===== src/rtl/keypad_pkg.sv =====
`default_nettype none
// ============================================================================
// Module      : keypad_pkg
// Description : Shared definitions for the 4x4 matrix keypad scanner.
//               - FSM state encoding (2 bits)
//               - Row drive table (active-low one-hot, indexed by row number)
//               - Default timing parameters for a 10 kHz scan clock
//               - Column decode helpers used by the scanner datapath
// Revision    : 1.0 - initial release
// ============================================================================
package keypad_pkg;

    // Scanner FSM states, explicitly encoded so the register width is fixed.
    typedef enum logic [1:0] {
        ST_SCAN     = 2'd0,
        ST_DEBOUNCE = 2'd1,
        ST_PRESSED  = 2'd2,
        ST_RELEASE  = 2'd3
    } kp_state_t;

    // Default timing at 10 kHz: 0.4 ms per row, 20 ms debounce window.
    localparam int c_SCAN_DWELL_DEFAULT      = 4;
    localparam int c_DEBOUNCE_CYCLES_DEFAULT = 200;

    // Column lines are pulled up, so "no key" reads as all ones.
    localparam logic [3:0] c_COL_IDLE = 4'b1111;

    // Row drive pattern for each row index; element [0] drives row 0 low.
    localparam logic [3:0][3:0] c_ROW_DRIVE = {
        4'b0111,    // row 3
        4'b1011,    // row 2
        4'b1101,    // row 1
        4'b1110     // row 0
    };

    // Result of decoding a column sample: hit is set only when exactly
    // one column is low, and idx is then that column's number.
    typedef struct packed {
        logic       hit;
        logic [1:0] idx;
    } col_hit_t;

    function automatic col_hit_t decode_col(input logic [3:0] col);
        col_hit_t res;
        res.hit = 1'b1;
        res.idx = 2'd0;
        case (col)
            4'b1110: res.idx = 2'd0;
            4'b1101: res.idx = 2'd1;
            4'b1011: res.idx = 2'd2;
            4'b0111: res.idx = 2'd3;
            // No key, or two or more columns low (ghosting / multi-key).
            default: res.hit = 1'b0;
        endcase
        return res;
    endfunction

    // Active-low one-hot column pattern expected while a single key is held.
    function automatic logic [3:0] col_pattern(input logic [1:0] idx);
        return ~(4'b0001 << idx);
    endfunction

endpackage : keypad_pkg
`default_nettype wire


===== src/rtl/keypad_col_sync.sv =====
`default_nettype none
// ============================================================================
// Module      : keypad_col_sync
// Description : Two-flop synchronizer for the asynchronous keypad column
//               lines. Both stages reset to all ones, which is the released
//               (pulled-up) level, so reset never looks like a key press.
// Ports       : Clock_Div_10000Hz - scan clock
//               Reset_n           - asynchronous active-low reset
//               i_col             - raw column lines (asynchronous)
//               o_col_s           - synchronized column lines
// Revision    : 1.0 - initial release
// ============================================================================
module keypad_col_sync #(
    parameter int WIDTH = 4
) (
    input  logic             Clock_Div_10000Hz,
    input  logic             Reset_n,
    input  logic [WIDTH-1:0] i_col,
    output logic [WIDTH-1:0] o_col_s
);

    logic [WIDTH-1:0] r_meta;
    logic [WIDTH-1:0] r_sync;

    always_ff @(posedge Clock_Div_10000Hz or negedge Reset_n) begin
        if (!Reset_n) begin
            r_meta <= '1;
            r_sync <= '1;
        end else begin
            r_meta <= i_col;
            r_sync <= r_meta;
        end
    end

    assign o_col_s = r_sync;

endmodule : keypad_col_sync
`default_nettype wire


===== src/rtl/keypad_scanner.sv =====
`default_nettype none
// ============================================================================
// Module      : keypad_scanner
// Description : 4x4 matrix keypad scanner with press and release debounce.
//               Rows are driven low one at a time; columns are sampled at
//               the end of each row's dwell. A single low column latches
//               the key, which must then stay stable for DEBOUNCE_CYCLES
//               cycles before it is reported. Release is debounced the same
//               way before scanning resumes at the next row.
// Ports       : Clock_Div_10000Hz - sole clock (10 kHz)
//               Reset_n           - asynchronous active-low reset
//               Key_Col[3:0]      - column lines, active-low, asynchronous
//               Key_Row[3:0]      - row drive, active-low one-hot
//               Key_Code[3:0]     - last accepted key, row*4 + col
//               Key_Valid         - one-cycle pulse on accepted press
//               Key_Held          - high from accepted press to accepted
//                                   release
// Parameters  : SCAN_DWELL        - cycles per row while scanning; must be
//                                   at least 3 so the synchronizer has
//                                   flushed the previous row's columns by
//                                   the time the sample is taken
//               DEBOUNCE_CYCLES   - stable cycles to accept press/release
// Revision    : 1.0 - initial release
// ============================================================================
module keypad_scanner
    import keypad_pkg::*;
#(
    parameter int SCAN_DWELL      = c_SCAN_DWELL_DEFAULT,
    parameter int DEBOUNCE_CYCLES = c_DEBOUNCE_CYCLES_DEFAULT
) (
    input  logic       Clock_Div_10000Hz,
    input  logic       Reset_n,
    input  logic [3:0] Key_Col,
    output logic [3:0] Key_Row,
    output logic [3:0] Key_Code,
    output logic       Key_Valid,
    output logic       Key_Held
);

    // ------------------------------------------------------------------------
    // Counter sizing
    // ------------------------------------------------------------------------
    localparam int c_DWELL_W = (SCAN_DWELL > 1) ? $clog2(SCAN_DWELL) : 1;
    localparam int c_CNT_W   = $clog2(DEBOUNCE_CYCLES + 1);

    localparam logic [c_DWELL_W-1:0] c_DWELL_LAST = c_DWELL_W'(SCAN_DWELL - 1);
    localparam logic [c_CNT_W-1:0]   c_CNT_MAX    = c_CNT_W'(DEBOUNCE_CYCLES);

    // ------------------------------------------------------------------------
    // Column synchronizer
    // ------------------------------------------------------------------------
    logic [3:0] w_col_s;

    keypad_col_sync #(
        .WIDTH (4)
    ) u_col_sync (
        .Clock_Div_10000Hz (Clock_Div_10000Hz),
        .Reset_n           (Reset_n),
        .i_col             (Key_Col),
        .o_col_s           (w_col_s)
    );

    // ------------------------------------------------------------------------
    // State and datapath registers
    // ------------------------------------------------------------------------
    kp_state_t            r_state;
    logic [1:0]           r_row_idx;
    logic [1:0]           r_col_idx;
    logic [c_DWELL_W-1:0] r_dwell_cnt;
    logic [c_CNT_W-1:0]   r_dbc_cnt;
    logic [3:0]           r_key_code;
    logic                 r_key_valid;
    logic                 r_key_held;

    kp_state_t            w_state_nxt;
    logic [1:0]           w_row_idx_nxt;
    logic [1:0]           w_col_idx_nxt;
    logic [c_DWELL_W-1:0] w_dwell_cnt_nxt;
    logic [c_CNT_W-1:0]   w_dbc_cnt_nxt;
    logic [3:0]           w_key_code_nxt;
    logic                 w_key_valid_nxt;
    logic                 w_key_held_nxt;

    // ------------------------------------------------------------------------
    // Column qualifiers
    // ------------------------------------------------------------------------
    col_hit_t           w_col_hit;
    logic               w_col_match;
    logic               w_col_idle;
    logic [c_CNT_W-1:0] w_dbc_inc;
    logic               w_dbc_done;
    logic               w_dwell_last;

    assign w_col_hit    = decode_col(w_col_s);
    assign w_col_match  = (w_col_s == col_pattern(r_col_idx));
    assign w_col_idle   = (w_col_s == c_COL_IDLE);
    assign w_dwell_last = (r_dwell_cnt == c_DWELL_LAST);

    // Saturating increment: the debounce counter never wraps back to zero.
    assign w_dbc_inc  = (r_dbc_cnt == c_CNT_MAX) ? r_dbc_cnt : (r_dbc_cnt + 1'b1);
    // The cycle that brings the count to DEBOUNCE_CYCLES is the accepting one.
    assign w_dbc_done = (w_dbc_inc == c_CNT_MAX);

    // ------------------------------------------------------------------------
    // State register
    // ------------------------------------------------------------------------
    always_ff @(posedge Clock_Div_10000Hz or negedge Reset_n) begin
        if (!Reset_n) begin
            r_state     <= ST_SCAN;
            r_row_idx   <= 2'd0;
            r_col_idx   <= 2'd0;
            r_dwell_cnt <= '0;
            r_dbc_cnt   <= '0;
            r_key_code  <= 4'h0;
            r_key_valid <= 1'b0;
            r_key_held  <= 1'b0;
        end else begin
            r_state     <= w_state_nxt;
            r_row_idx   <= w_row_idx_nxt;
            r_col_idx   <= w_col_idx_nxt;
            r_dwell_cnt <= w_dwell_cnt_nxt;
            r_dbc_cnt   <= w_dbc_cnt_nxt;
            r_key_code  <= w_key_code_nxt;
            r_key_valid <= w_key_valid_nxt;
            r_key_held  <= w_key_held_nxt;
        end
    end

    // ------------------------------------------------------------------------
    // Next-state and output logic
    // ------------------------------------------------------------------------
    always_comb begin
        w_state_nxt     = r_state;
        w_row_idx_nxt   = r_row_idx;
        w_col_idx_nxt   = r_col_idx;
        w_dwell_cnt_nxt = r_dwell_cnt;
        w_dbc_cnt_nxt   = r_dbc_cnt;
        w_key_code_nxt  = r_key_code;
        w_key_valid_nxt = 1'b0;
        w_key_held_nxt  = r_key_held;

        case (r_state)
            ST_SCAN: begin
                if (w_dwell_last) begin
                    w_dwell_cnt_nxt = '0;
                    if (w_col_hit.hit) begin
                        // Single key on this row: keep the row driven and
                        // start qualifying it.
                        w_col_idx_nxt = w_col_hit.idx;
                        w_dbc_cnt_nxt = '0;
                        w_state_nxt   = ST_DEBOUNCE;
                    end else begin
                        // Nothing, or a ghost/multi-key pattern: move on.
                        w_row_idx_nxt = r_row_idx + 2'd1;
                    end
                end else begin
                    w_dwell_cnt_nxt = r_dwell_cnt + 1'b1;
                end
            end

            ST_DEBOUNCE: begin
                if (w_col_match) begin
                    w_dbc_cnt_nxt = w_dbc_inc;
                    if (w_dbc_done) begin
                        w_state_nxt     = ST_PRESSED;
                        w_dbc_cnt_nxt   = '0;
                        w_key_code_nxt  = {r_row_idx, r_col_idx};
                        w_key_valid_nxt = 1'b1;
                        w_key_held_nxt  = 1'b1;
                    end
                end else begin
                    // Bounce or glitch: abandon this key and resume at the
                    // following row so one noisy key cannot starve the rest.
                    w_state_nxt     = ST_SCAN;
                    w_row_idx_nxt   = r_row_idx + 2'd1;
                    w_dwell_cnt_nxt = '0;
                    w_dbc_cnt_nxt   = '0;
                end
            end

            ST_PRESSED: begin
                // Other columns going low on the held row are ignored; only
                // a fully idle column bus starts release qualification.
                if (w_col_idle) begin
                    w_state_nxt   = ST_RELEASE;
                    w_dbc_cnt_nxt = '0;
                end
            end

            ST_RELEASE: begin
                if (w_col_idle) begin
                    w_dbc_cnt_nxt = w_dbc_inc;
                    if (w_dbc_done) begin
                        w_state_nxt     = ST_SCAN;
                        w_key_held_nxt  = 1'b0;
                        w_row_idx_nxt   = r_row_idx + 2'd1;
                        w_dwell_cnt_nxt = '0;
                        w_dbc_cnt_nxt   = '0;
                    end
                end else begin
                    // Release bounce: still the same press, no new pulse.
                    w_state_nxt   = ST_PRESSED;
                    w_dbc_cnt_nxt = '0;
                end
            end

            default: begin
                w_state_nxt = ST_SCAN;
            end
        endcase
    end

    // ------------------------------------------------------------------------
    // Outputs
    // ------------------------------------------------------------------------
    assign Key_Row   = c_ROW_DRIVE[r_row_idx];
    assign Key_Code  = r_key_code;
    assign Key_Valid = r_key_valid;
    assign Key_Held  = r_key_held;

endmodule : keypad_scanner
`default_nettype wire

===== config.mk =====
export PLATFORM = sky130hd
export DESIGN_NAME = keypad_scanner
export DESIGN_NICKNAME = d
export VERILOG_FILES = /design/src/rtl/keypad_pkg.sv /design/src/rtl/keypad_col_sync.sv /design/src/rtl/keypad_scanner.sv
export SDC_FILE = /design/constraint.sdc
export NUM_CORES = 1
export LEC_CHECK = 0
export ABC_CLOCK_PERIOD_IN_PS = 2400
export BUFFER_PORTS_ARGS = -buffer_cell sky130_fd_sc_hd__buf_2
export CAP_MARGIN = 40
export CORE_AREA = 2 2 95 70
export DETAILED_ROUTE_END_ITERATION = 8
export DIE_AREA = 0 0 97 72
export GPL_TIMING_DRIVEN = 0
export PLACE_DENSITY_LB_ADDON = 0.25
export RECOVER_POWER = 100
export SLEW_MARGIN = 0
export SYNTH_ARGS = -nofsm -noshare
export SYNTH_HDL_FRONTEND = slang
export SYNTH_SLANG_ARGS = --single-unit

===== constraint.sdc =====
create_clock -name Clock_Div_10000Hz -period 2.4 [get_ports Clock_Div_10000Hz]
set_input_delay 0.24 -clock Clock_Div_10000Hz [delete_from_list [all_inputs] [get_ports Clock_Div_10000Hz]]
set_output_delay 0.24 -clock Clock_Div_10000Hz [all_outputs]
set_load 0.005 [all_outputs]

Yosys cells after proc, flatten, opt, wreduce, memory -nomap -nowiden
Cells that the tools add are included.
{"block": "totals", "out_inout_bits": 10, "register_bits": 30}
{"block": "classes", "bitwise_logic": 1, "add_sub_neg": 3, "mux": 38, "n_reduce_logical": 11, "shifts": 1, "magnitude_cmp": 1, "eq_ne": 23}
{"operator": "2-to-1 mux 8 bit", "count": 7}
{"operator": "one-hot mux 8 bit (4 select lines)", "count": 1}
{"operator": "2-to-1 mux 2 bit", "count": 15}
{"operator": "inequality test 2 bit (second input constant)", "count": 9}
{"operator": "one-hot mux 2 bit (3 select lines)", "count": 3}
{"operator": "equality test 4 bit (second input constant)", "count": 4}
{"operator": "equality test 8 bit (second input constant)", "count": 2}
{"operator": "AND reduction 5 bit", "count": 2}
{"operator": "AND reduction 3 bit", "count": 3}
{"operator": "adder 8 x 1 -> 8 bit (second input constant)", "count": 1}
{"operator": "binary-select mux 4 bit (select 2 bit)", "count": 1}
{"operator": "2-to-1 mux 1 bit", "count": 8}
{"operator": "one-hot mux 2 bit (4 select lines)", "count": 1}
{"operator": "equality test 2 bit (second input constant)", "count": 3}
{"operator": "inequality test 3 bit (second input constant)", "count": 2}
{"operator": "AND reduction 6 bit", "count": 1}
{"operator": "adder 2 x 1 -> 2 bit (second input constant)", "count": 2}
{"operator": "equality test 4 x 3 -> 1 bit (second input constant)", "count": 1}
{"operator": "equality test 4 bit", "count": 1}
{"operator": "2-to-1 mux 4 bit", "count": 1}
{"operator": "inverter 4 bit", "count": 1}
{"operator": "AND reduction 4 bit", "count": 1}
{"operator": "OR reduction 4 bit", "count": 1}
{"operator": "<< shifter 1 x 2 -> 4 bit (first input constant)", "count": 1}
{"operator": "other kinds (6)", "count": 6}

Longest topological paths before layout
{"block": "logic_depth", "ltp_word": 6, "mapped_depth": 9}

Hierarchy
From an unflattened synthesis, not the netlist that was laid out.
{"block": "hier_totals", "cells_unflattened": 169, "hier_area_um2": 1731.7}
{"module": "keypad_scanner", "area_each_um2": 1521.5, "seq_area_each_um2": 550.5, "cells_per_inst": 161, "n_inst": 1}
{"module": "keypad_col_sync", "area_each_um2": 210.2, "seq_area_each_um2": 210.2, "cells_per_inst": 8, "n_inst": 1}

Worst setup path after synthesis
OpenSTA, ideal clock, no wires.
{"block": "synth_path", "path_type": "flip-flop to flip-flop", "from": "register r_dbc_cnt[0]", "to": "register r_key_code[0] (netlist: Key_Code[0])", "t_arrival_ps": 2442, "path_slack_ps": -168, "setup_ps": 125, "path_buffers": 1, "t_required_ps": 2275, "path_stages_with_launch": 9, "path_cell_list": "dfrtp_1 ha_1 nand3_2 or3_4 a2111oi_4 nor2_1 or4_1 buf_2 mux2_4"}
{"block": "synth_between", "elab_chain_len": 4}
{"item": "start: declaration", "line_no": "keypad_scanner.sv:70", "rtl": "logic [c_CNT_W-1:0] r_dbc_cnt;"}
{"item": "start signal: assignment", "line_no": "keypad_scanner.sv:122", "rtl": "r_dbc_cnt <= w_dbc_cnt_nxt;"}
{"item": "adder 8 x 1 -> 8 bit or equality test 8 bit (tied branches)", "line_no": "keypad_scanner.sv:100", "rtl": "assign w_dbc_inc = (r_dbc_cnt == c_CNT_MAX) ? r_dbc_cnt : (r_dbc_cnt + 1'b1);"}
{"item": "2-to-1 mux 8 bit (*)", "line_no": "keypad_scanner.sv:100"}
{"item": "equality test 8 bit (*)", "line_no": "keypad_scanner.sv:102", "rtl": "assign w_dbc_done = (w_dbc_inc == c_CNT_MAX);"}
{"item": "AND reduction 3 bit (no source line) (*)"}
{"item": "end signal: assignment", "line_no": "keypad_scanner.sv:123", "rtl": "r_key_code <= w_key_code_nxt;"}
{"item": "end: declaration", "line_no": "keypad_scanner.sv:71", "rtl": "logic [3:0] r_key_code;"}
Mark *: on every way between the ends. The rest lies on a longest branch, timed or not.
A chain may end at the register's enable or synchronous reset.

Worst setup path in the final report
{"block": "layout_path", "from": "register r_dbc_cnt[0]", "to": "register r_key_code[2] (netlist: Key_Code[2])"}
The elaborated chain is that of the path after synthesis.

==> flow_metrics.env <==
export IMPL_outcome="finished with violations"
export IMPL_violated_checks="capacitance limit, slew limit, setup timing"
export IMPL_die_area_sq_mm=0.00698
export IMPL_clk_insertion_delay_late_ns=0.28
export IMPL_grt_overflow_total=0
export IMPL_start_util_pct=28.2
export IMPL_global_route_usage_total_pct=10.4
export IMPL_layout_cells_most_common="sky130_fd_sc_hd__dfrtp_1"
export IMPL_count_of_h_tree_levels_built_during_cts=2
export IMPL_postSynthRegisterBits=30
export IMPL_antenna_left=0
export IMPL_maxSlewHeadroom_pct=-8.58
export IMPL_utilization_pct=34.7
export IMPL_multi_input_area_sq_um=897
export IMPL_worstMarginPinSlew_ns=1.63
export IMPL_critical_path_max_stage_delay_ns=0.54
export IMPL_synth_seq_area_share_pct=44.6
export IMPL_post_synth_top_area_fraction_pct=32.3
export IMPL_grt_pass1_vias=1199
export IMPL_required_ns=2.57
export IMPL_die_h_um=72
export IMPL_initial_antenna_violation_count=0
export IMPL_globalRoute_busiestLayer="met2"
export IMPL_rsz_0062_raised_after_global_routing="yes"
export IMPL_report_final_setup_viol=5
export IMPL_irDropWorstVdd_mv=0.266
export IMPL_postSynthNetCount=185
export IMPL_layout_worst_path_cycle_share_pct=104
export IMPL_grtUsageMet3_pct=3.85
export IMPL_clock_sinks=30
export IMPL_cts_buffers=5
export IMPL_cts_root_to_sink_buffers=2
export IMPL_worstPathCellList="buf_4 > and4_1 > and2_1 > o21ai_1 > nand3_1 > or4_1 > buf_6 > mux2_4"
export IMPL_hold_violations=0
export IMPL_areaGrowthSynthToFinish_pct=22.8
export IMPL_root_cell_of_the_clock_tree="sky130_fd_sc_hd__clkbuf_8"
export IMPL_cellPowerDensity_mw_per_mm2=757
export IMPL_routed_via_count=1304
export IMPL_syn_instance_count=172
export IMPL_most_common_layout_cells="20 x sky130_fd_sc_hd__dfrtp_1, 15 x sky130_fd_sc_hd__inv_1, 13 x sky130_fd_sc_hd__nand2_1"
export IMPL_pin_count=16
export IMPL_die_w_um=97
export IMPL_timing_critical_path_from_type="flop"
export IMPL_timing_critical_path_arrival_ns=2.66
export IMPL_floorplan_rows=24
export IMPL_number_of_synthesized_flops_with_an_enable_pin=0
export IMPL_sequential_cell_area_sq_um=763
export IMPL_routed_wirelength_um=3420
export IMPL_post_synth_main_area_contributors="sky130_fd_sc_hd__dfrtp_1 32%, sky130_fd_sc_hd__dfstp_2 12%, sky130_fd_sc_hd__ha_1 5.1%"
export IMPL_drive_above_1_share_pct=29.2
export IMPL_criticalPathCategory="flop to flop"
export IMPL_worstSetupEndpointType="flop"
export IMPL_leakage_nw=0.883
export IMPL_min_delay_path_class="primary input to flop"
export IMPL_critical_path_buf_inv_count=2
export IMPL_maxCapViolations=1
export IMPL_final_net_count=214
export IMPL_antenna_diode_instance_count=0
export IMPL_use_met1_pct=14.4
export IMPL_placement_io_buffers=15
export IMPL_cp_max_fo=6
export IMPL_final_min_clock_period_ns=2.49
export IMPL_initialDrtViolationCount=62
export IMPL_grt_max_degree=31
export IMPL_setup_slack_ns=-0.0916
export IMPL_netlist_cell_type_count=44
export IMPL_cts_tree="built"
export IMPL_synth_largest_area_cell="sky130_fd_sc_hd__dfrtp_1"
export IMPL_critical_path_top_delay_family="simple AND/OR/NAND/NOR gates"
export IMPL_drcViolationCount=0
export IMPL_finalMaxSlewViolations=31
export IMPL_routed_wire_length_per_instance_um=12.2
export IMPL_hpwlAfterDp_um=2410
export IMPL_filler_instances=608
export IMPL_fp_coreArea_sq_mm=0.00604
export IMPL_viasPerCell=4.66
export IMPL_async_reset_ff_share_pct=100
export IMPL_worst_setup_hold_path_clk_slew_ns=0.07
export IMPL_met2_usage_pct=14.6
export IMPL_globalplace_congestion=0.741
export IMPL_crit_path_top_delay_cell="sky130_fd_sc_hd__or4_1"
export IMPL_synth_area_sq_mm=0.00170
export IMPL_finalClockSkew_ns=0.00801
export IMPL_synth_yosys_warnings=0
export IMPL_fmax_mhz=401
export IMPL_whs_ns=0.0572
export IMPL_drt_pass1_iterations=4
export IMPL_synth_flop_cell="sky130_fd_sc_hd__dfrtp_1"
export IMPL_syn_area_cell_sq_um=9.91
export IMPL_grt_pass1_wl_um=5740
path summary, 6_finish.rpt:
path / from / end / slack [ns] / depth (start not counted)
worst max-delay path: r_dbc_cnt[0]$_DFFE_PN0P_ / Key_Code[2]$_DFFE_PN0P_ / -0.09 / 8
worst min-delay path: Key_Col[2] / u_col_sync.r_meta[2]$_DFF_PN1_ / 0.06 / 1
max in group asynchronous: Reset_n / r_dbc_cnt[1]$_DFFE_PN0P_ / 0.96 / 1
worst max register to register: r_dbc_cnt[0]$_DFFE_PN0P_ / Key_Code[2]$_DFFE_PN0P_ / -0.09 / 8
worst min register to register: u_col_sync.r_meta[0]$_DFF_PN1_ / u_col_sync.o_col_s[0]$_DFF_PN1_ / 0.36 / 0
min in group asynchronous: Reset_n / r_dbc_cnt[4]$_DFFE_PN0P_ / 0.37 / 1
flip-flops by register name (all words and copies together) (netlist names):
register and flops:
Key_Code 4, r_state 2, u_col_sync.o_col_s 4, r_dwell_cnt 2, r_dbc_cnt 8, r_row_idx 2, Key_Valid 1, r_col_idx 2
u_col_sync.r_meta 4, Key_Held 1
power breakdown:
part           total, mW  switching [mW]  leakage (nW)  internal [mW]
clock network      0.415           0.184        0.0482          0.231
logic              0.508           0.282         0.457          0.226
registers          0.661          0.0724         0.378          0.588
total               1.58           0.539         0.883           1.05
Yosys cell counts, types with 5 or more instances:
cell	n
sky130_fd_sc_hd__clkbuf_1	7
sky130_fd_sc_hd__nor2_1	12
sky130_fd_sc_hd__dfstp_2	8
sky130_fd_sc_hd__nand4_1	5
sky130_fd_sc_hd__nand2_1	13
sky130_fd_sc_hd__ha_1	7
sky130_fd_sc_hd__dfrtp_1	22
sky130_fd_sc_hd__nand3_1	8
sky130_fd_sc_hd__inv_1	15
sky130_fd_sc_hd__a21oi_1	9
cell families (layout without fill, tap and decap cells):
family,after synthesis,in the layout,synth area share (%)
fa+ha+maj,7,7,5.14
compound gates,29,29,12.8
flops,30,30,44.6
buf+inv,26,56,6.17
xor+xnor,7,7,3.60
mux,11,11,7.86
simple gates,62,62,19.8
metal layers:
| metal | vias to the layer above | wire, um |
|---|---|---|
| met4 | 0 | 34 |
| met1 | 607 | 1850 |
| li1 | 669 | - |
| met5 | - | 0 |
| met3 | 4 | 140 |
| met2 | 24 | 1400 |
cell type report:
type	count	share of cell area, %
Buffer	9	2.51
Clock buffer	7	4.12
Clock inverter	1	0.239
Inverter	15	2.69
Multi-Input combinational cell	116	42.9
Sequential cell	30	36.5
Tap cell	78	4.66
Timing Repair Buffer	24	6.46
timing repair:
action | in CTS | in global routing
hold buffers | 0 | 0
setup endpoints to repair | 16 | 16
setup buffers | 7 | 1
resized for setup | 6 | 6
gates cloned | 0 | 0
pin swaps | 5 | 2
through the flow:
step / cell area, sq um / worst slack [ns] / TNS, ns / power, mW / std cells
global route: 2090 / -0.198 / -0.991 / 1.71 / 280
global placement: 1900 / -0.494 / -4.77 / 1.11 / 265
detailed placement: 1910 / -0.499 / -5.00 / 1.12 / 266
CTS: 2070 / -0.0879 / -0.358 / 1.58 / 279
finish: 2090 / -0.0916 / -0.374 / 1.58 / 280
floorplan: 1730 / -0.00655 / -0.0262 / 0.978 / 172
Note: power is estimated with default switching activity, not from simulation.
